`config.mk`:
```
export PLATFORM = sky130hd
export DESIGN_NAME = uc_soma_flat
export DESIGN_NICKNAME = d
export VERILOG_FILES = /design/src/rtl/soma_pkg.sv /design/src/rtl/uc_soma_if.sv /design/src/rtl/soma_dif_mag.sv /design/src/rtl/uc_soma.sv /design/src/flat_wrapper.sv
export SDC_FILE = /design/constraint.sdc
export NUM_CORES = 1
export LEC_CHECK = 0
export CAP_MARGIN = 5
export CORE_MARGIN = 2
export CORE_UTILIZATION = 35
export CTS_BUF_LIST = sky130_fd_sc_hd__clkbuf_16
export DETAILED_ROUTE_END_ITERATION = 10
export PLACE_DENSITY = 0.71
export SYNTH_ARGS = -nofsm -noshare
export SYNTH_HDL_FRONTEND = slang
export SYNTH_SLANG_ARGS = --single-unit
```
`constraint.sdc`:
```
create_clock -name clk -period 1.42 [get_ports clk]
set_input_delay 0.213 -clock clk [delete_from_list [all_inputs] [get_ports clk]]
set_output_delay 0.213 -clock clk [all_outputs]
set_load 0.05 [all_outputs]
```
`src/rtl/soma_pkg.sv`:
```
// Shared types and constants for the uc_soma float-add control unit.
// SHIFT_SAT is the alignment distance beyond which every mantissa bit shifts out.
package soma_pkg;

    localparam int unsigned N_EXP     = 8;
    localparam int unsigned N_MANT    = 23;
    localparam int unsigned SHIFT_SAT = N_MANT + 2;

    typedef enum logic [2:0] {
        StIdle,
        StAlign,
        StAdd,
        StNorm,
        StRound,
        StRenorm,
        StDone
    } state_e;

endpackage

```
`src/rtl/uc_soma_if.sv`:
```
// Control/status bundle between the uc_soma FSM and the float-add datapath.
// The master side is the datapath (drives status), the slave side is the controller.
interface uc_soma_if import soma_pkg::*; #(
    parameter int unsigned N_exp = N_EXP
);

    logic             start;
    logic [N_exp-1:0] diferenca_exp;
    logic             exp_A_ge_B;
    logic             sum_carry;
    logic [N_exp-1:0] lead_zeros;
    logic             sum_zero;
    logic             lsb;
    logic             guard;
    logic             sticky;
    logic             round_carry;

    logic             BigAlu_in_A;
    logic             BigAlu_in_B;
    logic [N_exp-1:0] ShiftDif_amount;
    logic             Exp_sel;
    logic             ShiftNorm_sel;
    logic [N_exp-1:0] ShiftNorm_amount;
    logic             Increment_sel;
    logic [N_exp-1:0] Increment_amount;
    logic             Round_amount;
    logic             busy;
    logic             done;
    logic             result_zero;

    modport master (
        output start, diferenca_exp, exp_A_ge_B, sum_carry, lead_zeros, sum_zero,
               lsb, guard, sticky, round_carry,
        input  BigAlu_in_A, BigAlu_in_B, ShiftDif_amount, Exp_sel, ShiftNorm_sel,
               ShiftNorm_amount, Increment_sel, Increment_amount, Round_amount,
               busy, done, result_zero
    );

    modport slave (
        input  start, diferenca_exp, exp_A_ge_B, sum_carry, lead_zeros, sum_zero,
               lsb, guard, sticky, round_carry,
        output BigAlu_in_A, BigAlu_in_B, ShiftDif_amount, Exp_sel, ShiftNorm_sel,
               ShiftNorm_amount, Increment_sel, Increment_amount, Round_amount,
               busy, done, result_zero
    );

endinterface

```
`src/rtl/soma_dif_mag.sv`:
```
// Turns the small-ALU exponent difference into an operand swap flag and a
// saturated alignment shift magnitude.
module soma_dif_mag import soma_pkg::*; #(
    parameter int unsigned NExp     = N_EXP,
    parameter int unsigned ShiftSat = SHIFT_SAT
) (
    input  logic [NExp-1:0] diff_i,
    input  logic            a_ge_b_i,
    output logic            swap_o,
    output logic [NExp-1:0] amount_o
);

    logic [NExp-1:0] mag;

    always_comb begin
        swap_o   = ~a_ge_b_i;
        mag      = a_ge_b_i ? diff_i : (~diff_i + NExp'(1));
        amount_o = (mag > NExp'(ShiftSat)) ? NExp'(ShiftSat) : mag;
    end

endmodule

```
`src/rtl/uc_soma.sv`:
```
// Moore control FSM for the float adder: align, add, normalize, round, renormalize.
// Define SOMA_ROUND_EN for round-to-nearest-even; otherwise results are truncated.
module uc_soma import soma_pkg::*; #(
    parameter int unsigned N_float = 32,
    parameter int unsigned N_exp   = N_EXP,
    parameter int unsigned N_mant  = N_MANT
) (
    input logic     clk,
    input logic     rst_n,
    uc_soma_if.slave bus
);

    state_e           state_q, state_d;
    logic             swap;
    logic [N_exp-1:0] shamt;

    logic             big_a_q, big_a_d, big_b_q, big_b_d, exp_sel_q, exp_sel_d;
    logic [N_exp-1:0] shift_dif_q, shift_dif_d;
    logic             norm_sel_q, norm_sel_d, inc_sel_q, inc_sel_d;
    logic [N_exp-1:0] norm_amt_q, norm_amt_d, inc_amt_q, inc_amt_d;
    logic             round_q, round_d, busy_q, busy_d, done_q, done_d, zero_q, zero_d;

    logic [N_float-1:0] unused_float_w;
    assign unused_float_w = '0;

    soma_dif_mag #(
        .NExp     (N_exp),
        .ShiftSat (N_mant + 2)
    ) u_dif_mag (
        .diff_i   (bus.diferenca_exp),
        .a_ge_b_i (bus.exp_A_ge_B),
        .swap_o   (swap),
        .amount_o (shamt)
    );

    always_comb begin
        state_d     = state_q;
        big_a_d     = big_a_q;
        big_b_d     = big_b_q;
        exp_sel_d   = exp_sel_q;
        shift_dif_d = shift_dif_q;
        norm_sel_d  = 1'b0;
        norm_amt_d  = '0;
        inc_sel_d   = 1'b0;
        inc_amt_d   = '0;
        round_d     = 1'b0;
        done_d      = 1'b0;
        zero_d      = zero_q;
        unique case (state_q)
            StIdle: begin
                if (bus.start) begin
                    state_d     = StAlign;
                    big_a_d     = swap;
                    big_b_d     = ~swap;
                    exp_sel_d   = swap;
                    shift_dif_d = shamt;
                    zero_d      = 1'b0;
                end
            end
            StAlign: state_d = StAdd;
            StAdd:   state_d = StNorm;
            StNorm: begin
                if (bus.sum_zero) begin
                    zero_d  = 1'b1;
                    state_d = StDone;
                end else begin
                    if (bus.sum_carry) begin
                        norm_amt_d = N_exp'(1);
                        inc_amt_d  = N_exp'(1);
                    end else begin
                        norm_sel_d = 1'b1;
                        norm_amt_d = bus.lead_zeros;
                        inc_sel_d  = 1'b1;
                        inc_amt_d  = bus.lead_zeros;
                    end
`ifdef SOMA_ROUND_EN
                    state_d = StRound;
`else
                    state_d = StDone;
`endif
                end
            end
            StRound: begin
`ifdef SOMA_ROUND_EN
                round_d = bus.guard & (bus.sticky | bus.lsb);
                state_d = bus.round_carry ? StRenorm : StDone;
`else
                state_d = StDone;
`endif
            end
            StRenorm: begin
                // Rounding overflowed the mantissa: shift right once, bump exponent.
                norm_amt_d = N_exp'(1);
                inc_amt_d  = N_exp'(1);
                state_d    = StDone;
            end
            StDone: begin
                done_d      = 1'b1;
                state_d     = StIdle;
                big_a_d     = 1'b0;
                big_b_d     = 1'b0;
                exp_sel_d   = 1'b0;
                shift_dif_d = '0;
            end
            default: state_d = StIdle;
        endcase
        busy_d = (state_d != StIdle);
    end

`ifndef SOMA_ROUND_EN
    logic unused_round;
    assign unused_round = ^{bus.lsb, bus.guard, bus.sticky, bus.round_carry};
`endif

    always_ff @(posedge clk or negedge rst_n) begin
        if (!rst_n) begin
            state_q     <= StIdle;
            big_a_q     <= 1'b0;
            big_b_q     <= 1'b0;
            exp_sel_q   <= 1'b0;
            shift_dif_q <= '0;
            norm_sel_q  <= 1'b0;
            norm_amt_q  <= '0;
            inc_sel_q   <= 1'b0;
            inc_amt_q   <= '0;
            round_q     <= 1'b0;
            busy_q      <= 1'b0;
            done_q      <= 1'b0;
            zero_q      <= 1'b0;
        end else begin
            state_q     <= state_d;
            big_a_q     <= big_a_d;
            big_b_q     <= big_b_d;
            exp_sel_q   <= exp_sel_d;
            shift_dif_q <= shift_dif_d;
            norm_sel_q  <= norm_sel_d;
            norm_amt_q  <= norm_amt_d;
            inc_sel_q   <= inc_sel_d;
            inc_amt_q   <= inc_amt_d;
            round_q     <= round_d;
            busy_q      <= busy_d;
            done_q      <= done_d;
            zero_q      <= zero_d;
        end
    end

    assign bus.BigAlu_in_A      = big_a_q;
    assign bus.BigAlu_in_B      = big_b_q;
    assign bus.Exp_sel          = exp_sel_q;
    assign bus.ShiftDif_amount  = shift_dif_q;
    assign bus.ShiftNorm_sel    = norm_sel_q;
    assign bus.ShiftNorm_amount = norm_amt_q;
    assign bus.Increment_sel    = inc_sel_q;
    assign bus.Increment_amount = inc_amt_q;
    assign bus.Round_amount     = round_q;
    assign bus.busy             = busy_q;
    assign bus.done             = done_q;
    assign bus.result_zero      = zero_q;

endmodule

```
`src/flat_wrapper.sv`:
```
// flat-port wrapper written by rule: the top's interface ports become plain ports
module uc_soma_flat import soma_pkg::*;
#(
    parameter int unsigned N_float = 32,
    parameter int unsigned N_exp   = N_EXP,
    parameter int unsigned N_mant  = N_MANT
)
  (clk, rst_n, bus_start, bus_diferenca_exp, bus_exp_A_ge_B, bus_sum_carry, bus_lead_zeros, bus_sum_zero, bus_lsb, bus_guard, bus_sticky, bus_round_carry, bus_BigAlu_in_A, bus_BigAlu_in_B, bus_ShiftDif_amount, bus_Exp_sel, bus_ShiftNorm_sel, bus_ShiftNorm_amount, bus_Increment_sel, bus_Increment_amount, bus_Round_amount, bus_busy, bus_done, bus_result_zero);
  uc_soma_if #(.N_exp(N_exp)) bus_i ();
  input logic clk;
  input logic rst_n;
  input wire logic [$bits(bus_i.start)-1:0] bus_start;
  input wire logic [$bits(bus_i.diferenca_exp)-1:0] bus_diferenca_exp;
  input wire logic [$bits(bus_i.exp_A_ge_B)-1:0] bus_exp_A_ge_B;
  input wire logic [$bits(bus_i.sum_carry)-1:0] bus_sum_carry;
  input wire logic [$bits(bus_i.lead_zeros)-1:0] bus_lead_zeros;
  input wire logic [$bits(bus_i.sum_zero)-1:0] bus_sum_zero;
  input wire logic [$bits(bus_i.lsb)-1:0] bus_lsb;
  input wire logic [$bits(bus_i.guard)-1:0] bus_guard;
  input wire logic [$bits(bus_i.sticky)-1:0] bus_sticky;
  input wire logic [$bits(bus_i.round_carry)-1:0] bus_round_carry;
  output wire logic [$bits(bus_i.BigAlu_in_A)-1:0] bus_BigAlu_in_A;
  output wire logic [$bits(bus_i.BigAlu_in_B)-1:0] bus_BigAlu_in_B;
  output wire logic [$bits(bus_i.ShiftDif_amount)-1:0] bus_ShiftDif_amount;
  output wire logic [$bits(bus_i.Exp_sel)-1:0] bus_Exp_sel;
  output wire logic [$bits(bus_i.ShiftNorm_sel)-1:0] bus_ShiftNorm_sel;
  output wire logic [$bits(bus_i.ShiftNorm_amount)-1:0] bus_ShiftNorm_amount;
  output wire logic [$bits(bus_i.Increment_sel)-1:0] bus_Increment_sel;
  output wire logic [$bits(bus_i.Increment_amount)-1:0] bus_Increment_amount;
  output wire logic [$bits(bus_i.Round_amount)-1:0] bus_Round_amount;
  output wire logic [$bits(bus_i.busy)-1:0] bus_busy;
  output wire logic [$bits(bus_i.done)-1:0] bus_done;
  output wire logic [$bits(bus_i.result_zero)-1:0] bus_result_zero;
  assign bus_i.start = bus_start;
  assign bus_i.diferenca_exp = bus_diferenca_exp;
  assign bus_i.exp_A_ge_B = bus_exp_A_ge_B;
  assign bus_i.sum_carry = bus_sum_carry;
  assign bus_i.lead_zeros = bus_lead_zeros;
  assign bus_i.sum_zero = bus_sum_zero;
  assign bus_i.lsb = bus_lsb;
  assign bus_i.guard = bus_guard;
  assign bus_i.sticky = bus_sticky;
  assign bus_i.round_carry = bus_round_carry;
  assign bus_BigAlu_in_A = bus_i.BigAlu_in_A;
  assign bus_BigAlu_in_B = bus_i.BigAlu_in_B;
  assign bus_ShiftDif_amount = bus_i.ShiftDif_amount;
  assign bus_Exp_sel = bus_i.Exp_sel;
  assign bus_ShiftNorm_sel = bus_i.ShiftNorm_sel;
  assign bus_ShiftNorm_amount = bus_i.ShiftNorm_amount;
  assign bus_Increment_sel = bus_i.Increment_sel;
  assign bus_Increment_amount = bus_i.Increment_amount;
  assign bus_Round_amount = bus_i.Round_amount;
  assign bus_busy = bus_i.busy;
  assign bus_done = bus_i.done;
  assign bus_result_zero = bus_i.result_zero;
  uc_soma #(.N_float(N_float), .N_exp(N_exp), .N_mant(N_mant)) u_core (.clk(clk), .rst_n(rst_n), .bus(bus_i));
endmodule
```
==> impl_results.html, run 1 <==
<table>
<tr><th>Metric</th><th>Value</th></tr>
<tr><th colspan="2">Critical path</th></tr>
<tr><td>Worst-case register-to-register setup slack</td><td>-0.05 ns</td></tr>
<tr><td>Startpoint of the worst register-to-register path</td><td>u_core.state_q[2]</td></tr>
<tr><td>Combined buffer and inverter count along the critical path</td><td>2</td></tr>
<tr><td>CP required</td><td>1.57 ns</td></tr>
<tr><td>Master of the slowest instance on the critical path</td><td>or3b_4</td></tr>
<tr><td>Arrival time at the worst endpoint</td><td>1.64 ns</td></tr>
<tr><td>Cell-by-cell listing of the critical path</td><td>buf_8 -&gt; inv_4 -&gt; ha_4 -&gt; or3b_4 -&gt; nand2b_4 -&gt; xor2_2 -&gt; or3_4 -&gt; a32o_1</td></tr>
<tr><td>FF-to-FF End</td><td>u_core.bus.ShiftDif_amount[2]</td></tr>
<tr><td>Crit path max fanout</td><td>3</td></tr>
<tr><td>Reg2Reg Depth</td><td>4</td></tr>
<tr><td>Critical path class</td><td>primary input to flop</td></tr>
<tr><td>Delay of the slowest critical-path stage</td><td>0.39 ns</td></tr>
<tr><td>Top delay family on crit path</td><td>simple AND/OR/NAND/NOR gates</td></tr>
<tr><td>Critical path launch point type</td><td>primary input</td></tr>
<tr><td>Critical path endpoint category</td><td>flop</td></tr>
<tr><th colspan="2">CTS</th></tr>
<tr><td>Hold-fix buffers, CTS</td><td>0</td></tr>
<tr><td>Root buf cell</td><td>clkbuf_16</td></tr>
<tr><td>Clock tree from TritonCTS</td><td>done</td></tr>
<tr><td>H-tree depth</td><td>1</td></tr>
<tr><td>Clock buffers created by TritonCTS</td><td>3</td></tr>
<tr><td>Later-pin clock latency in the skew report</td><td>0.26 ns</td></tr>
<tr><td>Maximum buffer depth of the clock tree</td><td>2</td></tr>
<tr><td>Clk slew on worst S/H paths</td><td>0.06 ns</td></tr>
<tr><td>Clock sink count</td><td>25</td></tr>
<tr><th colspan="2">Route</th></tr>
<tr><td>Initial DRT Pass Iterations</td><td>4</td></tr>
<tr><td>DRC errors left</td><td>0</td></tr>
<tr><td>Post-route ant nets</td><td>0</td></tr>
<tr><td>Via density per instance</td><td>4.89</td></tr>
<tr><td>Detailed-route wire length</td><td>3230 um</td></tr>
<tr><td>Vias after detailed routing</td><td>1116</td></tr>
<tr><td>1st-iter DRT viols</td><td>29</td></tr>
<tr><td>Avg WL per Cell</td><td>14.2 um</td></tr>
<tr><th colspan="2">Layout</th></tr>
<tr><td>Commonest non-fill, non-tap cells in the layout</td><td>33 x buf_12, 25 x dfrtp_1, 19 x buf_4</td></tr>
<tr><td>Most common library cell in the layout ignoring fill and taps</td><td>buf_12</td></tr>
<tr><td>Final instance area</td><td>2370 sq um</td></tr>
<tr><td>Signed area change from the synthesized netlist to the final layout</td><td>93.8%</td></tr>
<tr><td>Antenna Diode Count</td><td>0</td></tr>
<tr><td>Final core occ</td><td>0.711</td></tr>
<tr><td>Filler cell count in the final layout</td><td>235</td></tr>
<tr><td>Post-layout net count</td><td>210</td></tr>
<tr><td>Layout cell share with drive strength beyond 1</td><td>0.440</td></tr>
<tr><th colspan="2">Pwr</th></tr>
<tr><td>Net switching power</td><td>1470 uW</td></tr>
<tr><td>Switching share of power</td><td>0.397</td></tr>
<tr><td>Internal Dissipation</td><td>2230 uW</td></tr>
<tr><td>Cell area power density</td><td>1560 nW/um^2</td></tr>
<tr><td>Logic gate share of total power</td><td>0.539</td></tr>
<tr><td>Post-route total power</td><td>3690 uW</td></tr>
<tr><td>Part of the power in registers</td><td>0.294</td></tr>
<tr><td>Clk pwr share</td><td>0.167</td></tr>
<tr><td>Standby leakage power</td><td>0.00105 uW</td></tr>
<tr><td>Maximum ir drop on the vdd rail</td><td>0.821 mV</td></tr>
<tr><th colspan="2">Yosys</th></tr>
<tr><td>Biggest area consumer among synthesized cells</td><td>dfrtp_1</td></tr>
<tr><td>Syn nets</td><td>147</td></tr>
<tr><td>Part of the Yosys area used for sequential elements</td><td>0.511</td></tr>
<tr><td>Synthesized area</td><td>1220 sq um</td></tr>
<tr><td>Fraction of post-synthesis cell area in the top cell type by area</td><td>0.511</td></tr>
<tr><td>Count of flip-flops with a built-in enable after synthesis</td><td>0</td></tr>
<tr><td>Ys flop type</td><td>dfrtp_1</td></tr>
<tr><td>Post-synthesis sequential element count</td><td>25</td></tr>
<tr><td>Post-Synthesis Mean Instance Area</td><td>10.2 sq um</td></tr>
<tr><td>Top cells by area in the synthesized netlist</td><td>dfrtp_1 51%, buf_4 7.4%, a21oi_1 3.7%</td></tr>
<tr><td>Synth Warn #</td><td>0</td></tr>
<tr><td>Async set-or-reset flop fraction in the synthesized netlist</td><td>1.00</td></tr>
<tr><td>Number of different library cells in the post-synthesis netlist</td><td>39</td></tr>
<tr><td>Instance count of the mapped netlist</td><td>120</td></tr>
<tr><th colspan="2">Placed design</th></tr>
<tr><td>Sum of net half-perimeters after detailed placement</td><td>2520 um</td></tr>
<tr><td>GP Congestion</td><td>0.743</td></tr>
<tr><td>Placed cell area</td><td>2200 sq um</td></tr>
<tr><td>Total of buffers placed on input and output ports</td><td>53</td></tr>
<tr><th colspan="2">Timing</th></tr>
<tr><td>Tmin final</td><td>1.49 ns</td></tr>
<tr><td>Hold Fails Final Rpt</td><td>0</td></tr>
<tr><td>Setup skew after layout</td><td>0.00160 ns</td></tr>
<tr><td>Setup violators final</td><td>2</td></tr>
<tr><td>Period utilization</td><td>1.05</td></tr>
<tr><td>Setup ws final</td><td>-0.0681 ns</td></tr>
<tr><td>Unrepaired setup endpoints after global routing</td><td>yes</td></tr>
<tr><td>Final Slew Violations</td><td>0</td></tr>
<tr><td>Fmax achieved</td><td>672 MHz</td></tr>
<tr><th colspan="2">Global routing</th></tr>
<tr><td>Largest net degree at the start of global routing</td><td>26</td></tr>
<tr><td>Via count of the first global-routing pass</td><td>1123</td></tr>
<tr><td>Wire length of the first global-routing pass</td><td>5220 um</td></tr>
<tr><td>Global routing usage on met2</td><td>0.311</td></tr>
<tr><td>Overflow left after global routing</td><td>0</td></tr>
<tr><td>Global routing usage on met3</td><td>0.0464</td></tr>
<tr><td>Most congested layer reported by global routing</td><td>met2</td></tr>
<tr><td>Met1 routing resource usage after global routing</td><td>0.183</td></tr>
<tr><td>Number of antenna violations at the first check in global routing</td><td>0</td></tr>
<tr><td>Overall routing resource usage</td><td>0.169</td></tr>
<tr><th colspan="2">Die</th></tr>
<tr><td>Number of ports placed on the die boundary</td><td>59</td></tr>
<tr><td>Vert. Die Dim</td><td>63.1 um</td></tr>
<tr><td>Std-Cell Rows</td><td>21</td></tr>
<tr><td>Area of the die</td><td>3990 sq um</td></tr>
<tr><td>Width of the die</td><td>63.1 um</td></tr>
<tr><td>Core ar.</td><td>3340 sq um</td></tr>
<tr><td>Initial standard-cell utilization of the core</td><td>0.367</td></tr>
<tr><th colspan="2">Flow run</th></tr>
<tr><td>Count of maximum capacitance violations</td><td>0</td></tr>
<tr><th colspan="2">Run status</th></tr>
<tr><td>Status</td><td>finished, violations left</td></tr>
<tr><td>Violations in the final reports</td><td>setup timing</td></tr>
<tr><th colspan="2">Hold path</th></tr>
<tr><td>Worst Hold Launch</td><td>bus_start</td></tr>
<tr><td>Hold depth</td><td>3</td></tr>
<tr><td>Worst min-delay path endpoint</td><td>u_core.state_q[0]</td></tr>
<tr><td>Type of the worst min-delay path</td><td>primary input to flop</td></tr>
</table>
registers in the layout, indices dropped and copies added (netlist names):
name	flops
u_core.bus.BigAlu_in_A	1
u_core.bus.BigAlu_in_B	1
u_core.bus.ShiftDif_amount	8
u_core.bus.ShiftNorm_amount	8
u_core.bus.ShiftNorm_sel	1
u_core.bus.busy	1
u_core.bus.done	1
u_core.bus.result_zero	1
u_core.state_q	3
routing by layer:
layer / part of all wire / vias up
met5: 0 / -
met4: 0.016 / 0
met3: 0.071 / 5
met2: 0.54 / 55
met1: 0.37 / 536
li1: - / 520
power by group through the flow:
| stage | combinational [uW] | sequential, uW | clock (uW) |
|---|---|---|---|
| detailed placement | 1950 | 1100 | 0 |
| finish | 1990 | 1090 | 618 |
| CTS | 1960 | 1090 | 626 |
| global route | 2090 | 1110 | 663 |
| global placement | 1920 | 1090 | 0 |
| floorplan | 604 | 1440 | 0 |
synth_stat cells (2+ instances only):
cell     number
and2_1        7
dfrtp_1      25
a21oi_1       9
o21ai_1       2
nor2_1       10
nand2_1       6
inv_2         2
nor3_1        5
buf_4        12
or2_1         2
xnor2_1       2
and3_1        3
a31oi_1       4
xor2_1        2
a32o_1        2
nor3b_1       2
inv_1         2
buf_2         2
logic make-up (layout without fill, tap and decap cells):
group                      Yosys count  count (layout)  share of synthesized area
DFF                                 25              25                      0.511
adders and majority gates            1               1                     0.0102
AOI/OAI and AO/OA                   21              21                      0.117
other                                1               1                    0.00306
and+or+nand+nor                     48              48                      0.225
xor gates and xnor gates             4               4                     0.0286
buffers and inverters               19              81                     0.0971
muxes                                1               1                    0.00818
worst reg2reg max path: stages, from the launching register on:
cell	delay (ns)
dfrtp_1	0.38
or3b_4	0.43
or2_4	0.31
nor2_1	0.13
a32o_1	0.17
timing repair:
action	in CTS	in global routing
pin swaps	4	10
setup buffers	1	1
resized for setup	19	15
hold endpoints to repair	0	0
endpoints found under the setup margin	9	9
worst max-delay path by stage:
stage                         start                            end  slack (ns)  cells past startpoint
2_1_floorplan  bus_diferenca_exp[1]  u_core.bus.ShiftDif_amount[1]       -0.18                      7
3_3_place_gp   bus_diferenca_exp[1]  u_core.bus.ShiftDif_amount[1]       -0.84                      8
3_5_place_dp   bus_diferenca_exp[1]  u_core.bus.ShiftDif_amount[2]       -0.90                      8
4_1_cts        bus_diferenca_exp[0]  u_core.bus.ShiftDif_amount[2]       -0.14                      8
5_1_grt        bus_diferenca_exp[0]  u_core.bus.ShiftDif_amount[2]       -0.11                      8
6_report       bus_diferenca_exp[0]  u_core.bus.ShiftDif_amount[2]       -0.07                      8
metrics by stage:
stage / cells / hold WS (ns) / setup WS, ns / setup TNS [ns]
finish: 228 / 0.281 / -0.0681 / -0.132
global route: 228 / 0.283 / -0.107 / -0.305
CTS: 227 / 0.334 / -0.144 / -0.506
detailed placement: 222 / 0.559 / -0.902 / -5.56
global placement: 222 / 0.554 / -0.840 / -5.28
floorplan: 120 / -0.0826 / -0.184 / -0.518
layout make-up:
type / instances / area (sq um) / area share
Timing Repair Buffer: 73 / 1020 / 0.431
Sequential cell: 25 / 626 / 0.264
Multi-Input combinational cell: 76 / 556 / 0.234
Clock buffer: 3 / 75.1 / 0.0317
Tap cell: 46 / 57.6 / 0.0243
Inverter: 4 / 30.0 / 0.0127
Clock inverter: 1 / 5.00 / 0.00211
Note: power is estimated with default switching activity, not from simulation.
==> run 2, diff against run 1 <==
CORE_ASPECT_RATIO = 2   (was default)
==> impl_results.html, run 2 (synthesized netlist as in run 1, its figures left out) <==
<table>
<tr><th>Metric</th><th>Value</th></tr>
<tr><th colspan="2">Layout</th></tr>
<tr><td>Seq. cell area</td><td>626 sq um</td></tr>
<tr><td>Post-layout net count</td><td>210</td></tr>
<tr><td>Filler cell count in the final layout</td><td>248</td></tr>
<tr><td>Antenna Diode Count</td><td>0</td></tr>
<tr><td>Signed area change from the synthesized netlist to the final layout</td><td>90.7%</td></tr>
<tr><td>Commonest non-fill, non-tap cells in the layout</td><td>33 x buf_12, 25 x dfrtp_1, 20 x buf_4</td></tr>
<tr><td>Most common library cell in the layout ignoring fill and taps</td><td>buf_12</td></tr>
<tr><td>Area of the multi-input gates</td><td>534 sq um</td></tr>
<tr><td>Final core occ</td><td>0.691</td></tr>
<tr><td>Layout cell share with drive strength beyond 1</td><td>0.423</td></tr>
<tr><th colspan="2">CTS</th></tr>
<tr><td>Clk slew on worst S/H paths</td><td>0.06 ns</td></tr>
<tr><td>H-tree depth</td><td>1</td></tr>
<tr><td>Hold-fix buffers, CTS</td><td>0</td></tr>
<tr><td>Clock sink count</td><td>25</td></tr>
<tr><td>Maximum buffer depth of the clock tree</td><td>2</td></tr>
<tr><td>Root buf cell</td><td>clkbuf_16</td></tr>
<tr><td>Later-pin clock latency in the skew report</td><td>0.25 ns</td></tr>
<tr><td>Clock tree from TritonCTS</td><td>done</td></tr>
<tr><td>Clock buffers created by TritonCTS</td><td>3</td></tr>
<tr><th colspan="2">Timing</th></tr>
<tr><td>Hold Fails Final Rpt</td><td>0</td></tr>
<tr><td>Setup violators final</td><td>3</td></tr>
<tr><td>Setup ws final</td><td>-0.0966 ns</td></tr>
<tr><td>Fmax achieved</td><td>659 MHz</td></tr>
<tr><td>Worst hold slack</td><td>0.291 ns</td></tr>
<tr><td>Period utilization</td><td>1.07</td></tr>
<tr><td>Tmin final</td><td>1.52 ns</td></tr>
<tr><td>Unrepaired setup endpoints after global routing</td><td>yes</td></tr>
<tr><td>Final Slew Violations</td><td>0</td></tr>
<tr><td>Setup skew after layout</td><td>0.00126 ns</td></tr>
<tr><th colspan="2">Global routing</th></tr>
<tr><td>Largest net degree at the start of global routing</td><td>26</td></tr>
<tr><td>Wire length of the first global-routing pass</td><td>4960 um</td></tr>
<tr><td>Overflow left after global routing</td><td>0</td></tr>
<tr><td>Overall routing resource usage</td><td>0.171</td></tr>
<tr><td>Number of antenna violations at the first check in global routing</td><td>0</td></tr>
<tr><td>Via count of the first global-routing pass</td><td>1154</td></tr>
<tr><th colspan="2">Route</th></tr>
<tr><td>Vias after detailed routing</td><td>1112</td></tr>
<tr><td>Detailed-route wire length</td><td>3220 um</td></tr>
<tr><td>Via density per instance</td><td>5.20</td></tr>
<tr><td>Avg WL per Cell</td><td>15.0 um</td></tr>
<tr><td>Post-route ant nets</td><td>0</td></tr>
<tr><td>DRC errors left</td><td>0</td></tr>
<tr><td>1st-iter DRT viols</td><td>19</td></tr>
<tr><td>Initial DRT Pass Iterations</td><td>4</td></tr>
<tr><th colspan="2">Flow run</th></tr>
<tr><td>Count of maximum capacitance violations</td><td>0</td></tr>
<tr><th colspan="2">Pwr</th></tr>
<tr><td>Post-route total power</td><td>3700 uW</td></tr>
<tr><td>Maximum ir drop on the vdd rail</td><td>1.21 mV</td></tr>
<tr><td>Standby leakage power</td><td>0.00105 uW</td></tr>
<tr><td>Cell area power density</td><td>1580 nW/um^2</td></tr>
<tr><th colspan="2">Critical path</th></tr>
<tr><td>Critical path class</td><td>primary input to flop</td></tr>
<tr><td>Top delay family on crit path</td><td>simple AND/OR/NAND/NOR gates</td></tr>
<tr><td>Master of the slowest instance on the critical path</td><td>or3b_4</td></tr>
<tr><td>Cell-by-cell listing of the critical path</td><td>buf_8 -&gt; inv_4 -&gt; ha_4 -&gt; or3b_4 -&gt; nand2b_4 -&gt; xor2_2 -&gt; or3_4 -&gt; a32o_1</td></tr>
<tr><td>Crit path max fanout</td><td>3</td></tr>
<tr><td>Delay of the slowest critical-path stage</td><td>0.40 ns</td></tr>
<tr><td>Critical path endpoint category</td><td>flop</td></tr>
<tr><td>CP required</td><td>1.57 ns</td></tr>
<tr><td>Arrival time at the worst endpoint</td><td>1.66 ns</td></tr>
<tr><td>Combined buffer and inverter count along the critical path</td><td>2</td></tr>
<tr><td>Critical path launch point type</td><td>primary input</td></tr>
<tr><th colspan="2">Die</th></tr>
<tr><td>Std-Cell Rows</td><td>30</td></tr>
<tr><td>Initial standard-cell utilization of the core</td><td>0.362</td></tr>
<tr><td>Area of the die</td><td>4010 sq um</td></tr>
<tr><td>Width of the die</td><td>45.8 um</td></tr>
<tr><td>Number of ports placed on the die boundary</td><td>59</td></tr>
<tr><td>Core ar.</td><td>3380 sq um</td></tr>
<tr><td>Vert. Die Dim</td><td>87.6 um</td></tr>
<tr><th colspan="2">Run status</th></tr>
<tr><td>Violations in the final reports</td><td>setup timing</td></tr>
<tr><td>Status</td><td>finished, violations left</td></tr>
<tr><th colspan="2">Placed design</th></tr>
<tr><td>Total of buffers placed on input and output ports</td><td>53</td></tr>
<tr><td>Dpl ws</td><td>-0.917 ns</td></tr>
<tr><td>GP Congestion</td><td>0.791</td></tr>
<tr><td>Sum of net half-perimeters after detailed placement</td><td>2520 um</td></tr>
<tr><th colspan="2">Hold path</th></tr>
<tr><td>Type of the worst min-delay path</td><td>primary input to flop</td></tr>
</table>
-- run 2: per-layer routing --
metal | up-vias | track usage | part of all wire
li1 | 518 | - | -
met1 | 535 | 0.151 | 0.31
met2 | 53 | 0.330 | 0.60
met3 | 6 | 0.0268 | 0.067
met4 | 0 | 0.0987 | 0.025
met5 | - | 0 | 0
-- run 2: worst paths after layout --
path                                          startpoint                             end  slack (ns)  cells past startpoint
hold / removal                                 bus_start               u_core.state_q[0]        0.29                      3
max in group asynchronous                          rst_n  u_core.bus.ShiftNorm_amount[1]        0.85                      2
min in group asynchronous                          rst_n  u_core.bus.ShiftNorm_amount[0]        0.32                      2
hold reg to reg            u_core.bus.ShiftDif_amount[5]   u_core.bus.ShiftDif_amount[5]        0.58                      1
setup reg to reg                       u_core.state_q[2]   u_core.bus.ShiftDif_amount[2]       -0.05                      4
setup / recovery                    bus_diferenca_exp[0]   u_core.bus.ShiftDif_amount[1]        -0.1                      8
-- run 2: cell type report --
cell class,instances,share of cell area
clock inverter,1,0.00322
multi-input combinational,76,0.229
inverter,4,0.0129
clock buffer,3,0.0322
sequential,25,0.268
timing repair buffer,73,0.438
tap,32,0.0172
-- run 2: repair_timing --
action                                  in CTS  in global routing
pin swaps                                    6                  6
setup buffers                                2                  1
endpoints found under the setup margin       9                  9
resized for setup                           22                  7
-- run 2: power by group --
| part | switching, uW | internal (uW) |
|---|---|---|
| Clock | 241 | 382 |
| Combinational | 1020 | 965 |
| Sequential | 208 | 880 |
| Total | 1470 | 2230 |
-- run 2: through the flow --
stage	std cells	cell area, sq um	setup TNS [ns]
after global placement	207	2180	-5.25
after global routing	214	2330	-0.371
after CTS	213	2300	-0.523
final	214	2330	-0.247
after floorplan	120	1260	-0.518
after detailed placement	207	2180	-5.81
-- run 2: tightest hold or removal path, delay by kind of cell --
family,cells,cell delay [ns]
AND/OR/NAND/NOR,2,0.16
buffers and inverters,1,0.13
==> run 3, diff against run 2 <==
CORE_UTILIZATION = 36   (was 35)
PLACE_DENSITY = 0.73   (was 0.71)
SKIP_CTS_REPAIR_TIMING = 1   (was default)
==> impl_results.html, run 3 (synthesized netlist as in run 1, its figures left out) <==
<table>
<tr><th>Metric</th><th>Value</th></tr>
<tr><th colspan="2">Critical path</th></tr>
<tr><td>Delay of the slowest critical-path stage</td><td>0.41 ns</td></tr>
<tr><td>Crit path max fanout</td><td>3</td></tr>
<tr><td>Cell-by-cell listing of the critical path</td><td>buf_6 -&gt; inv_4 -&gt; ha_4 -&gt; or3b_4 -&gt; nand2b_4 -&gt; xor2_2 -&gt; or3_4 -&gt; a32o_1</td></tr>
<tr><td>Critical path launch point type</td><td>primary input</td></tr>
<tr><td>Source of the critical timing path</td><td>bus_diferenca_exp[0]</td></tr>
<tr><td>CP required</td><td>1.56 ns</td></tr>
<tr><td>Startpoint of the worst register-to-register path</td><td>u_core.state_q[2]</td></tr>
<tr><td>Master of the slowest instance on the critical path</td><td>or3_4</td></tr>
<tr><td>Critical path endpoint category</td><td>flop</td></tr>
<tr><td>Critical path class</td><td>primary input to flop</td></tr>
<tr><td>Arrival time at the worst endpoint</td><td>1.72 ns</td></tr>
<tr><th colspan="2">Pwr</th></tr>
<tr><td>Cell area power density</td><td>1560 nW/um^2</td></tr>
<tr><td>Standby leakage power</td><td>0.00108 uW</td></tr>
<tr><td>Maximum ir drop on the vdd rail</td><td>1.05 mV</td></tr>
<tr><th colspan="2">CTS</th></tr>
<tr><td>Clock buffers created by TritonCTS</td><td>3</td></tr>
<tr><td>Later-pin clock latency in the skew report</td><td>0.25 ns</td></tr>
<tr><td>H-tree depth</td><td>1</td></tr>
<tr><td>Clk slew on worst S/H paths</td><td>0.06 ns</td></tr>
<tr><td>Clock tree from TritonCTS</td><td>done</td></tr>
<tr><td>Root buf cell</td><td>clkbuf_16</td></tr>
<tr><td>Clock sink count</td><td>25</td></tr>
<tr><td>Maximum buffer depth of the clock tree</td><td>2</td></tr>
<tr><th colspan="2">Timing</th></tr>
<tr><td>Aggregate negative setup slack</td><td>-0.371 ns</td></tr>
<tr><td>Final Slew Violations</td><td>0</td></tr>
<tr><td>Fmax achieved</td><td>633 MHz</td></tr>
<tr><td>Period utilization</td><td>1.11</td></tr>
<tr><td>Setup violators final</td><td>3</td></tr>
<tr><td>Setup ws final</td><td>-0.160 ns</td></tr>
<tr><td>Unrepaired setup endpoints after global routing</td><td>yes</td></tr>
<tr><td>Tmin final</td><td>1.58 ns</td></tr>
<tr><td>Hold Fails Final Rpt</td><td>0</td></tr>
<tr><td>Setup skew after layout</td><td>0.00385 ns</td></tr>
<tr><th colspan="2">Route</th></tr>
<tr><td>Post-route ant nets</td><td>0</td></tr>
<tr><td>DRC errors left</td><td>0</td></tr>
<tr><td>Initial DRT Pass Iterations</td><td>4</td></tr>
<tr><td>Avg WL per Cell</td><td>14.6 um</td></tr>
<tr><td>Via density per instance</td><td>5.13</td></tr>
<tr><td>1st-iter DRT viols</td><td>9</td></tr>
<tr><td>Detailed-route wire length</td><td>3120 um</td></tr>
<tr><td>Vias after detailed routing</td><td>1093</td></tr>
<tr><th colspan="2">Layout</th></tr>
<tr><td>Post-layout net count</td><td>209</td></tr>
<tr><td>Most common library cell in the layout ignoring fill and taps</td><td>buf_12</td></tr>
<tr><td>Commonest non-fill, non-tap cells in the layout</td><td>32 x buf_12, 25 x dfrtp_1, 17 x buf_4</td></tr>
<tr><td>Signed area change from the synthesized netlist to the final layout</td><td>93.3%</td></tr>
<tr><td>Filler cell count in the final layout</td><td>241</td></tr>
<tr><td>Layout cell share with drive strength beyond 1</td><td>0.448</td></tr>
<tr><td>Final instance area</td><td>2360 sq um</td></tr>
<tr><td>Antenna Diode Count</td><td>0</td></tr>
<tr><th colspan="2">Die</th></tr>
<tr><td>Width of the die</td><td>45.2 um</td></tr>
<tr><td>Vert. Die Dim</td><td>86.5 um</td></tr>
<tr><td>Std-Cell Rows</td><td>30</td></tr>
<tr><td>Area of the die</td><td>3910 sq um</td></tr>
<tr><td>Core ar.</td><td>3300 sq um</td></tr>
<tr><td>Initial standard-cell utilization of the core</td><td>0.370</td></tr>
<tr><td>Number of ports placed on the die boundary</td><td>59</td></tr>
<tr><th colspan="2">Global routing</th></tr>
<tr><td>Number of antenna violations at the first check in global routing</td><td>0</td></tr>
<tr><td>Via count of the first global-routing pass</td><td>1152</td></tr>
<tr><td>Overall routing resource usage</td><td>0.177</td></tr>
<tr><td>Largest net degree at the start of global routing</td><td>26</td></tr>
<tr><td>Overflow left after global routing</td><td>0</td></tr>
<tr><td>Wire length of the first global-routing pass</td><td>5240 um</td></tr>
<tr><th colspan="2">Run status</th></tr>
<tr><td>Status</td><td>finished, violations left</td></tr>
<tr><td>Violations in the final reports</td><td>setup timing</td></tr>
<tr><th colspan="2">Placed design</th></tr>
<tr><td>Sum of net half-perimeters after detailed placement</td><td>2430 um</td></tr>
<tr><td>Placed cell area</td><td>2170 sq um</td></tr>
<tr><td>Total of buffers placed on input and output ports</td><td>53</td></tr>
<tr><td>GP Congestion</td><td>0.829</td></tr>
<tr><td>Dpl ws</td><td>-0.944 ns</td></tr>
<tr><th colspan="2">Flow run</th></tr>
<tr><td>Count of maximum capacitance violations</td><td>0</td></tr>
<tr><th colspan="2">Hold path</th></tr>
<tr><td>Worst Hold Launch</td><td>bus_start</td></tr>
<tr><td>Type of the worst min-delay path</td><td>primary input to flop</td></tr>
</table>
run 3: cell types whose count changed in the layout (fill, tap and decap cells not counted), moves of 2 or more:
cell,before,now
and3_1,2,0
and3_4,1,3
buf_4,20,17
buf_6,0,3
dlymetal6s2s_1,2,5
nor3_1,5,3
nor3_2,1,3
run 3: worst paths after layout:
| kind | to | slack (ns) | cells after the start |
|---|---|---|---|
| worst max-delay path | u_core.bus.ShiftDif_amount[1] | -0.16 | 8 |
| worst min-delay path | u_core.state_q[0] | 0.29 | 3 |
| worst max register to register | u_core.bus.ShiftDif_amount[1] | -0.04 | 4 |
| worst min register to register | u_core.bus.BigAlu_in_B | 0.58 | 2 |
| max in group asynchronous | u_core.bus.ShiftNorm_amount[0] | 0.86 | 2 |
| min in group asynchronous | u_core.bus.BigAlu_in_B | 0.32 | 2 |
run 3: report_power, final:
group / switching, uW / total (uW) / internal [uW]
logic: 1020 / 1980 / 965
registers: 212 / 1090 / 880
clock network: 229 / 605 / 376
run 3: layout make-up:
class / instances / area [sq um] / share of cell area
inverter: 4 / 30.0 / 0.0127
tap: 32 / 40.0 / 0.0169
sequential: 25 / 626 / 0.265
multi-input combinational: 76 / 571 / 0.241
clock inverter: 1 / 3.75 / 0.00159
clock buffer: 3 / 75.1 / 0.0317
timing repair buffer: 72 / 1020 / 0.431
run 3: worst max-delay path: cells and delay by family:
| kind | cells | cell delay (ns) |
|---|---|---|
| simple gates | 3 | 0.90 |
| xor+xnor | 1 | 0.08 |
| fa+ha+maj | 1 | 0.13 |
| buf+inv | 2 | 0.15 |
| compound gates | 1 | 0.25 |
run 3: metrics by stage:
| stage | std cells | power (uW) | util | hold WS, ns |
|---|---|---|---|---|
| 3_3_place_gp | 206 | 3000 | 0.657 | 0.555 |
| 5_1_grt | 213 | 3840 | 0.716 | 0.323 |
| 2_1_floorplan | 120 | 2040 | - | -0.0826 |
| 3_5_place_dp | 206 | 3050 | 0.657 | 0.556 |
| 6_report | 213 | 3680 | 0.716 | 0.293 |
| 4_1_cts | 210 | 3670 | 0.681 | 0.331 |
run 3: metal layers:
layer / share of wire / GRT usage / vias up
li1: - / - / 521
met1: 0.38 / 0.227 / 527
met2: 0.56 / 0.291 / 39
met3: 0.045 / 0.0354 / 6
met4: 0.015 / 0.0561 / 0
met5: 0 / 0 / -
